[src/rtl/rtaylor_in_feeder_if.sv]
// Bundle between the four sample producers, the processor input decoder and
// the rtaylor_in_feeder FIFO block.
interface rtaylor_in_feeder_if #(
  parameter int DW    = 19,
  parameter int DEPTH = 4
);
  localparam int LW = $clog2(DEPTH) + 1;

  // Producer side: channel k transfers on an edge where s_valid[k] and s_ready[k]
  // are both high. s_ready[k] depends only on registered occupancy, never on s_valid
  // or req_in. A producer may hold s_valid while s_ready is low; that word is not
  // taken until s_ready is high at an edge.
  logic [4*DW-1:0]      s_data;
  logic [3:0]           s_valid;
  logic [3:0]           s_ready;
  logic [3:0]           req_in;
  logic signed [DW-1:0] io_in;
  logic [4*LW-1:0]      level;
  logic [3:0]           underflow;
  logic                 req_err;
  logic                 clr_flags;

  modport master (
    output s_data, s_valid, req_in, clr_flags,
    input  s_ready, io_in, level, underflow, req_err
  );

  modport slave (
    input  s_data, s_valid, req_in, clr_flags,
    output s_ready, io_in, level, underflow, req_err
  );
endinterface

[src/rtl/rtaylor_in_feeder.sv]
// Four show-ahead sample FIFOs feeding the int-to-float converter via a one-hot read.
// Optional macro RTAYLOR_FEEDER_HOLD_EN replays the last popped sample on underflow.
module rtaylor_in_feeder #(
  parameter int DW    = 19,
  parameter int DEPTH = 4
) (
  input logic               clk,
  input logic               rst,
  rtaylor_in_feeder_if.slave bus
);
  localparam int AW = $clog2(DEPTH);
  localparam int LW = AW + 1;

  logic [DW-1:0] mem_q [4][DEPTH];
  logic [AW-1:0] wr_ptr_q [4];
  logic [AW-1:0] wr_ptr_d [4];
  logic [AW-1:0] rd_ptr_q [4];
  logic [AW-1:0] rd_ptr_d [4];
  logic [LW-1:0] level_q  [4];
  logic [LW-1:0] level_d  [4];
  logic [DW-1:0] head     [4];
  logic [3:0]    underflow_q;
  logic [3:0]    underflow_d;
  logic          req_err_q;
  logic          req_err_d;

  logic [3:0]    full;
  logic [3:0]    push;
  logic [3:0]    pop;
  logic [3:0]    uf_evt;
  logic          req_onehot;
  logic          req_multi;

`ifdef RTAYLOR_FEEDER_HOLD_EN
  logic [DW-1:0] hold_q [4];
`endif

  // Request decode: a read is legal only when exactly one channel is selected.
  always_comb begin
    req_onehot = (bus.req_in != 4'b0000) &&
                 ((bus.req_in & (bus.req_in - 4'd1)) == 4'b0000);
    req_multi  = (bus.req_in != 4'b0000) && !req_onehot;
  end

  always_comb begin
    full   = '0;
    push   = '0;
    pop    = '0;
    uf_evt = '0;
    for (int k = 0; k < 4; k++) begin
      head[k]   = mem_q[k][rd_ptr_q[k]];
      full[k]   = (level_q[k] == LW'(DEPTH));
      push[k]   = bus.s_valid[k] && !full[k];
      pop[k]    = req_onehot && bus.req_in[k] && (level_q[k] != '0);
      uf_evt[k] = req_onehot && bus.req_in[k] && (level_q[k] == '0);
    end
  end

  // Pointers wrap naturally because DEPTH is a power of two.
  always_comb begin
    for (int k = 0; k < 4; k++) begin
      wr_ptr_d[k] = wr_ptr_q[k];
      rd_ptr_d[k] = rd_ptr_q[k];
      level_d[k]  = level_q[k];
      if (push[k]) begin
        wr_ptr_d[k] = wr_ptr_q[k] + AW'(1);
      end
      if (pop[k]) begin
        rd_ptr_d[k] = rd_ptr_q[k] + AW'(1);
      end
      case ({push[k], pop[k]})
        2'b10:   level_d[k] = level_q[k] + LW'(1);
        2'b01:   level_d[k] = level_q[k] - LW'(1);
        default: level_d[k] = level_q[k];
      endcase
    end
  end

  // Flag events take precedence over a simultaneous clear.
  always_comb begin
    underflow_d = (bus.clr_flags ? 4'b0000 : underflow_q) | uf_evt;
    req_err_d   = (bus.clr_flags ? 1'b0 : req_err_q) | req_multi;
  end

  always_ff @(posedge clk) begin
    if (rst) begin
      for (int k = 0; k < 4; k++) begin
        wr_ptr_q[k] <= '0;
        rd_ptr_q[k] <= '0;
        level_q[k]  <= '0;
      end
      underflow_q <= '0;
      req_err_q   <= 1'b0;
    end else begin
      for (int k = 0; k < 4; k++) begin
        wr_ptr_q[k] <= wr_ptr_d[k];
        rd_ptr_q[k] <= rd_ptr_d[k];
        level_q[k]  <= level_d[k];
      end
      underflow_q <= underflow_d;
      req_err_q   <= req_err_d;
    end
  end

  // Storage has no reset; stale words are unreachable once pointers and levels clear.
  always_ff @(posedge clk) begin
    for (int k = 0; k < 4; k++) begin
      if (!rst && push[k]) begin
        mem_q[k][wr_ptr_q[k]] <= bus.s_data[k*DW +: DW];
      end
    end
  end

`ifdef RTAYLOR_FEEDER_HOLD_EN
  always_ff @(posedge clk) begin
    if (rst) begin
      for (int k = 0; k < 4; k++) begin
        hold_q[k] <= '0;
      end
    end else begin
      for (int k = 0; k < 4; k++) begin
        if (pop[k]) begin
          hold_q[k] <= head[k];
        end
      end
    end
  end
`endif

  // Zero-latency read mux: head of the selected channel, or the underflow value.
  always_comb begin
    bus.io_in = '0;
    for (int k = 0; k < 4; k++) begin
      if (req_onehot && bus.req_in[k]) begin
        if (level_q[k] != '0) begin
          bus.io_in = head[k];
        end else begin
`ifdef RTAYLOR_FEEDER_HOLD_EN
          bus.io_in = hold_q[k];
`else
          bus.io_in = '0;
`endif
        end
      end
    end
  end

  always_comb begin
    bus.s_ready = '0;
    bus.level   = '0;
    for (int k = 0; k < 4; k++) begin
      bus.s_ready[k]          = !full[k];
      bus.level[k*LW +: LW]   = level_q[k];
    end
    bus.underflow = underflow_q;
    bus.req_err   = req_err_q;
  end
endmodule

[src/flat_wrapper.sv]
// flat-port wrapper written by rule: the top's interface ports become plain ports
module rtaylor_in_feeder_flat 
#(
  parameter int DW    = 19,
  parameter int DEPTH = 4
)
  (clk, rst, bus_s_data, bus_s_valid, bus_req_in, bus_clr_flags, bus_s_ready, bus_io_in, bus_level, bus_underflow, bus_req_err);
  rtaylor_in_feeder_if #(.DW(DW), .DEPTH(DEPTH)) bus_i ();
  input logic clk;
  input logic rst;
  input wire logic [$bits(bus_i.s_data)-1:0] bus_s_data;
  input wire logic [$bits(bus_i.s_valid)-1:0] bus_s_valid;
  input wire logic [$bits(bus_i.req_in)-1:0] bus_req_in;
  input wire logic [$bits(bus_i.clr_flags)-1:0] bus_clr_flags;
  output wire logic [$bits(bus_i.s_ready)-1:0] bus_s_ready;
  output wire logic [$bits(bus_i.io_in)-1:0] bus_io_in;
  output wire logic [$bits(bus_i.level)-1:0] bus_level;
  output wire logic [$bits(bus_i.underflow)-1:0] bus_underflow;
  output wire logic [$bits(bus_i.req_err)-1:0] bus_req_err;
  assign bus_i.s_data = bus_s_data;
  assign bus_i.s_valid = bus_s_valid;
  assign bus_i.req_in = bus_req_in;
  assign bus_i.clr_flags = bus_clr_flags;
  assign bus_s_ready = bus_i.s_ready;
  assign bus_io_in = bus_i.io_in;
  assign bus_level = bus_i.level;
  assign bus_underflow = bus_i.underflow;
  assign bus_req_err = bus_i.req_err;
  rtaylor_in_feeder #(.DW(DW), .DEPTH(DEPTH)) u_core (.clk(clk), .rst(rst), .bus(bus_i));
endmodule
[config.mk]
export PLATFORM = sky130hd
export DESIGN_NAME = rtaylor_in_feeder_flat
export DESIGN_NICKNAME = d
export VERILOG_FILES = /design/src/rtl/rtaylor_in_feeder_if.sv /design/src/rtl/rtaylor_in_feeder.sv /design/src/flat_wrapper.sv
export SDC_FILE = /design/constraint.sdc
export NUM_CORES = 1
export LEC_CHECK = 0
export ABC_AREA = 0
export CAP_MARGIN = 10
export CELL_PAD_IN_SITES_DETAIL_PLACEMENT = 0
export CELL_PAD_IN_SITES_GLOBAL_PLACEMENT = 2
export CORE_MARGIN = 2
export CORE_UTILIZATION = 45
export DETAILED_ROUTE_END_ITERATION = 10
export GPL_ROUTABILITY_DRIVEN = 0
export GPL_TIMING_DRIVEN = 0
export PLACE_DENSITY = 0.84
export SETUP_SLACK_MARGIN = 0.3
export SYNTH_ARGS = -nofsm -noshare
export SYNTH_HDL_FRONTEND = slang
export SYNTH_SLANG_ARGS = --single-unit
[constraint.sdc]
create_clock -name clk -period 7.5 [get_ports clk]
set_input_delay 1.5 -clock clk [delete_from_list [all_inputs] [get_ports clk]]
set_output_delay 1.5 -clock clk [all_outputs]
set_load 0.01 [all_outputs]
==> reports/summary.log <==
qor: run_status.result_of_the_run completed
qor: finish.final.fill_count 2312
qor: cts.clock-sinks 337
qor: logic_synthesis.top_count_cell_post_synth sky130_fd_sc_hd__edfxtp_1
qor: sta.finalMaxSlewViolations 0
qor: finish.postLayoutCoreUtil 55.5%
qor: power.seqPwrFrac 50.7%
qor: floorplan.die_area 0.0314 mm²
qor: cts.maximum_level_of_the_cts_h_tree 2
qor: finish.finish.net_count 1020
qor: power.switching_power_share_of_the_total 21.0%
qor: sta.slew-limit-headroom 28.1%
qor: finish.insertedDiodeCount 0
qor: finish.instances_no_fill 1325
qor: setup_path.cp_slowest_stage_delay 0.63 ns
qor: power.netSwitchingPower 882 µW
qor: setup_path.critical_path_peak_fanout 10
qor: global_routing.grt_start_max_net_pins 20
qor: cts.tritoncts yes
qor: floorplan.num_io_pins 127
qor: setup_path.worst_ep_required_time 6.00 ns
qor: global_routing.met3_usage 3.11%
qor: cts.clock_latency 0.52 ns
qor: power.cellInternalPower 3.32 mW
qor: logic_synthesis.synth.avg_cell_area 18.0 µm²
qor: sta.hold_viol_final 0
qor: global_routing.groute.layer.met1.usage 29.3%
qor: global_routing.wire_length_of_the_first_global_routing_pass 45.1 mm
qor: sta.period_minus_slack 5.62 ns
qor: drt.drc 0
qor: finish.design_area 0.0164 mm²
qor: place.detailed_place.area 0.0152 mm²
qor: floorplan.dieHeight 177 µm
qor: drt.via_count 7298
qor: sta.timing.fmax 0.178 GHz
qor: setup_path.worst_setup_path_start_kind primary input
qor: logic_synthesis.synth_fp_nets 860
qor: cts.cts_post_setup_buffers_inserted 0
qor: power.vdd_drop_max 0.000202 V
qor: finish.post_route_cells_drive_above_1_share 15.5%
qor: floorplan.die_width 177 µm
qor: power.combinational_power_share 6.8%
qor: sta.skew 0.0141 ns
qor: run.max_cap_viol_count 0
qor: power.total_leakage_power 5.21 nW
qor: logic_synthesis.post_synth_num_cell_types 33
qor: finish.final-seq-area 0.00979 mm²
qor: place.placed_cells_incl_taps 1262
qor: logic_synthesis.synth-edff-count 304
qor: logic_synthesis.ys_seq_area_share 72.6%
qor: floorplan.core_region_area 0.0296 mm²
qor: setup_path.timing.critical_path.cells clkdlybuf4s50_1 -> nor4b_1 -> clkbuf_1 -> nand3_1 -> nand4_1 -> clkdlybuf4s50_1
qor: cts.clkTransAtPathRegs 0.06 ns
qor: cts.maximum_clock_path_buffer_count 3
qor: logic_synthesis.postSynthRegisterBits 337
qor: logic_synthesis.netlist.top_cell.by_area sky130_fd_sc_hd__edfxtp_1
qor: drt.drt-vias-per-instance 5.51
qor: sta.max_slew.worst_pin.slew 1.08 ns
qor: power.power.total 4.20 mW
qor: logic_synthesis.ys.flop_type sky130_fd_sc_hd__edfxtp_1
qor: drt.firstDrtPassIters 5
qor: floorplan.placementRows 63
qor: finish.area_delta_synth_final 21.6%
qor: setup_path.critical-path-slowest-cell sky130_fd_sc_hd__nor4b_1
qor: cts.post_cts.resized_instances 0
qor: drt.drt_first_iter_violations 677
qor: logic_synthesis.ys_warn_count 0
qor: logic_synthesis.yosys-top-cells-area sky130_fd_sc_hd__edfxtp_1 68%, sky130_fd_sc_hd__mux4_2 13%, sky130_fd_sc_hd__dfxtp_1 4.9%, sky130_fd_sc_hd__nand3_1 3.3%, sky130_fd_sc_hd__ha_1 1.9%
qor: place.port_buffers 123
qor: logic_synthesis.synth_top_cells_by_count 304 x sky130_fd_sc_hd__edfxtp_1, 88 x sky130_fd_sc_hd__nand3_1, 76 x sky130_fd_sc_hd__mux4_2
qor: global_routing.antenna_violations_before_repair 0
qor: worst_hold_path.hold_class reg2reg
qor: sta.setup_repair_after_global_routing_missed_its_margin no
qor: power.clock_power_share 42.6%
qor: place.dp_hpwl 21.0 mm
qor: setup_path.worstSetupEndpointType output pin
qor: logic_synthesis.netlist_area_before_placement 0.0135 mm²
qor: setup_path.critical_path.most_common_cell sky130_fd_sc_hd__clkdlybuf4s50_1
qor: setup_path.timing_worst_setup_path_type in2out
qor: floorplan.initial_core_util 45.6%
qor: cts.cts-root-buf sky130_fd_sc_hd__clkbuf_16
qor: power.cellPowerDensity 256 mW/mm²
qor: sta.fin_tns_setup 0 ns
qor: drt.post_detailed_routing_wire_length 30.4 mm
qor: logic_synthesis.asyncSetResetFlopFracSynth 0%
qor: logic_synthesis.syn_inst 749
qor: place.detailedPlace.worstSlack 1.87 ns
qor: global_routing.grt_pass1_vias 7409
qor: sta.setup_viols_final 0
qor: cts.cts_buffers 35
qor: sta.layout_worst_path_cycle_share 75.0%
qor: sta.setup_slack 1.88 ns
qor: setup_path.arrival 4.12 ns
qor: cts.cts_hold_buffers_added 0
qor: drt.detail-route-antenna-nets 0
qor: global_routing.use_met2 30.6%
qor: logic_synthesis.synthDominantCellAreaShare 67.7%
qor: global_routing.gr-usage-all-layers 19.8%
qor: sta.finalHoldWorstSlack 0.521 ns
qor: global_routing.grt_most_used_layer met2
qor: global_routing.overflow 0
qor: finish.multiInputGateArea 0.00342 mm²
qor: drt.wire_per_inst 22.9 µm
==> sequential cells by signal (all words and copies together) (netlist names) <==
name                  cells
u_core.bus.req_err        1
u_core.bus.underflow      4
u_core.level_q           12
u_core.rd_ptr_q           8
u_core.wr_ptr_q           8
u_core.mem_q            304
==> power groups by stage <==
stage,Sequential (mW),Clock [mW],Combinational (mW)
finish,2.13,1.79,0.284
global route,2.13,1.89,0.313
CTS,2.13,1.81,0.288
detailed placement,2.17,0,0.286
global placement,2.17,0,0.282
floorplan,2.16,0,0.140
==> path summary, 6_finish.rpt <==
kind                                            start                     to  slack [ns]  cells past startpoint
worst max-delay path                    bus_req_in[0]           bus_io_in[5]        1.88                      6
worst min-delay path            u_core.wr_ptr_q[3][0]  u_core.wr_ptr_q[3][0]        0.52                      2
worst max register to register   u_core.level_q[0][0]   u_core.level_q[0][2]        5.00                      9
worst min register to register  u_core.wr_ptr_q[3][0]  u_core.wr_ptr_q[3][0]        0.52                      2
==> routing by layer <==
metal  vias to the layer above  share of wire, %
li1                       3315                 -
met1                      3725                45
met3                        41               5.8
met5                         -                 0
met2                       217                47
met4                         0               2.5
==> critical path, delay by kind of cell <==
family | cells | cell delay (ns)
and+or+nand+nor | 3 | 1.07
buffers and inverters | 3 | 1.54
==> cell families after synthesis <==
kind of cell	share of synthesized area (%)
multiplexers	12.9
flip-flops	72.6
AND/OR/NAND/NOR	7.67
buffers and inverters	2.03
adder cells (fa/ha/maj)	2.52
AO/OA/AOI/OAI	1.80
XOR/XNOR	0.520
==> area by class of cell <==
type,instances,share of cell area (%)
clock buffers,43,5.65
repair buffers,123,7.51
inverters,29,0.664
multi-input cells,344,20.9
clock inverters,20,1.63
plain buffers,39,1.01
flip-flops and latches,337,59.7
well taps,390,2.98
==> layout by cell type, fill, tap and decap left out, types with 2 or more instances in the layout <==
| master | synthesis | routed |
|---|---|---|
| sky130_fd_sc_hd__nor3_1 | 8 | 8 |
| sky130_fd_sc_hd__clkinv_2 | 0 | 7 |
| sky130_fd_sc_hd__or3_1 | 10 | 10 |
| sky130_fd_sc_hd__buf_2 | 9 | 9 |
| sky130_fd_sc_hd__dfxtp_1 | 33 | 33 |
| sky130_fd_sc_hd__clkdlybuf4s50_1 | 0 | 123 |
| sky130_fd_sc_hd__nor2b_1 | 5 | 5 |
| sky130_fd_sc_hd__edfxtp_1 | 304 | 304 |
| sky130_fd_sc_hd__nor3b_1 | 4 | 4 |
| sky130_fd_sc_hd__o31ai_1 | 3 | 3 |
| sky130_fd_sc_hd__buf_1 | 2 | 2 |
| sky130_fd_sc_hd__nor2_1 | 19 | 19 |
| sky130_fd_sc_hd__bufinv_16 | 0 | 6 |
| sky130_fd_sc_hd__clkbuf_1 | 26 | 33 |
| sky130_fd_sc_hd__nand3_1 | 88 | 88 |
| sky130_fd_sc_hd__xor2_1 | 7 | 7 |
| sky130_fd_sc_hd__nand4_1 | 19 | 19 |
| sky130_fd_sc_hd__ha_1 | 20 | 20 |
| sky130_fd_sc_hd__nand2_1 | 5 | 5 |
| sky130_fd_sc_hd__clkinvlp_4 | 0 | 2 |
| sky130_fd_sc_hd__and2_1 | 16 | 16 |
| sky130_fd_sc_hd__mux4_2 | 76 | 76 |
| sky130_fd_sc_hd__clkinv_1 | 0 | 3 |
| sky130_fd_sc_hd__clkbuf_16 | 0 | 36 |
| sky130_fd_sc_hd__o21ai_0 | 17 | 17 |
| sky130_fd_sc_hd__a21oi_1 | 27 | 27 |
| sky130_fd_sc_hd__inv_1 | 29 | 29 |
| sky130_fd_sc_hd__nor4b_1 | 3 | 3 |
| sky130_fd_sc_hd__or4_1 | 3 | 3 |
| sky130_fd_sc_hd__buf_4 | 2 | 2 |
| sky130_fd_sc_hd__or4b_4 | 3 | 3 |
| sky130_fd_sc_hd__fa_1 | 4 | 4 |
Note: power is estimated with default switching activity, not from simulation.
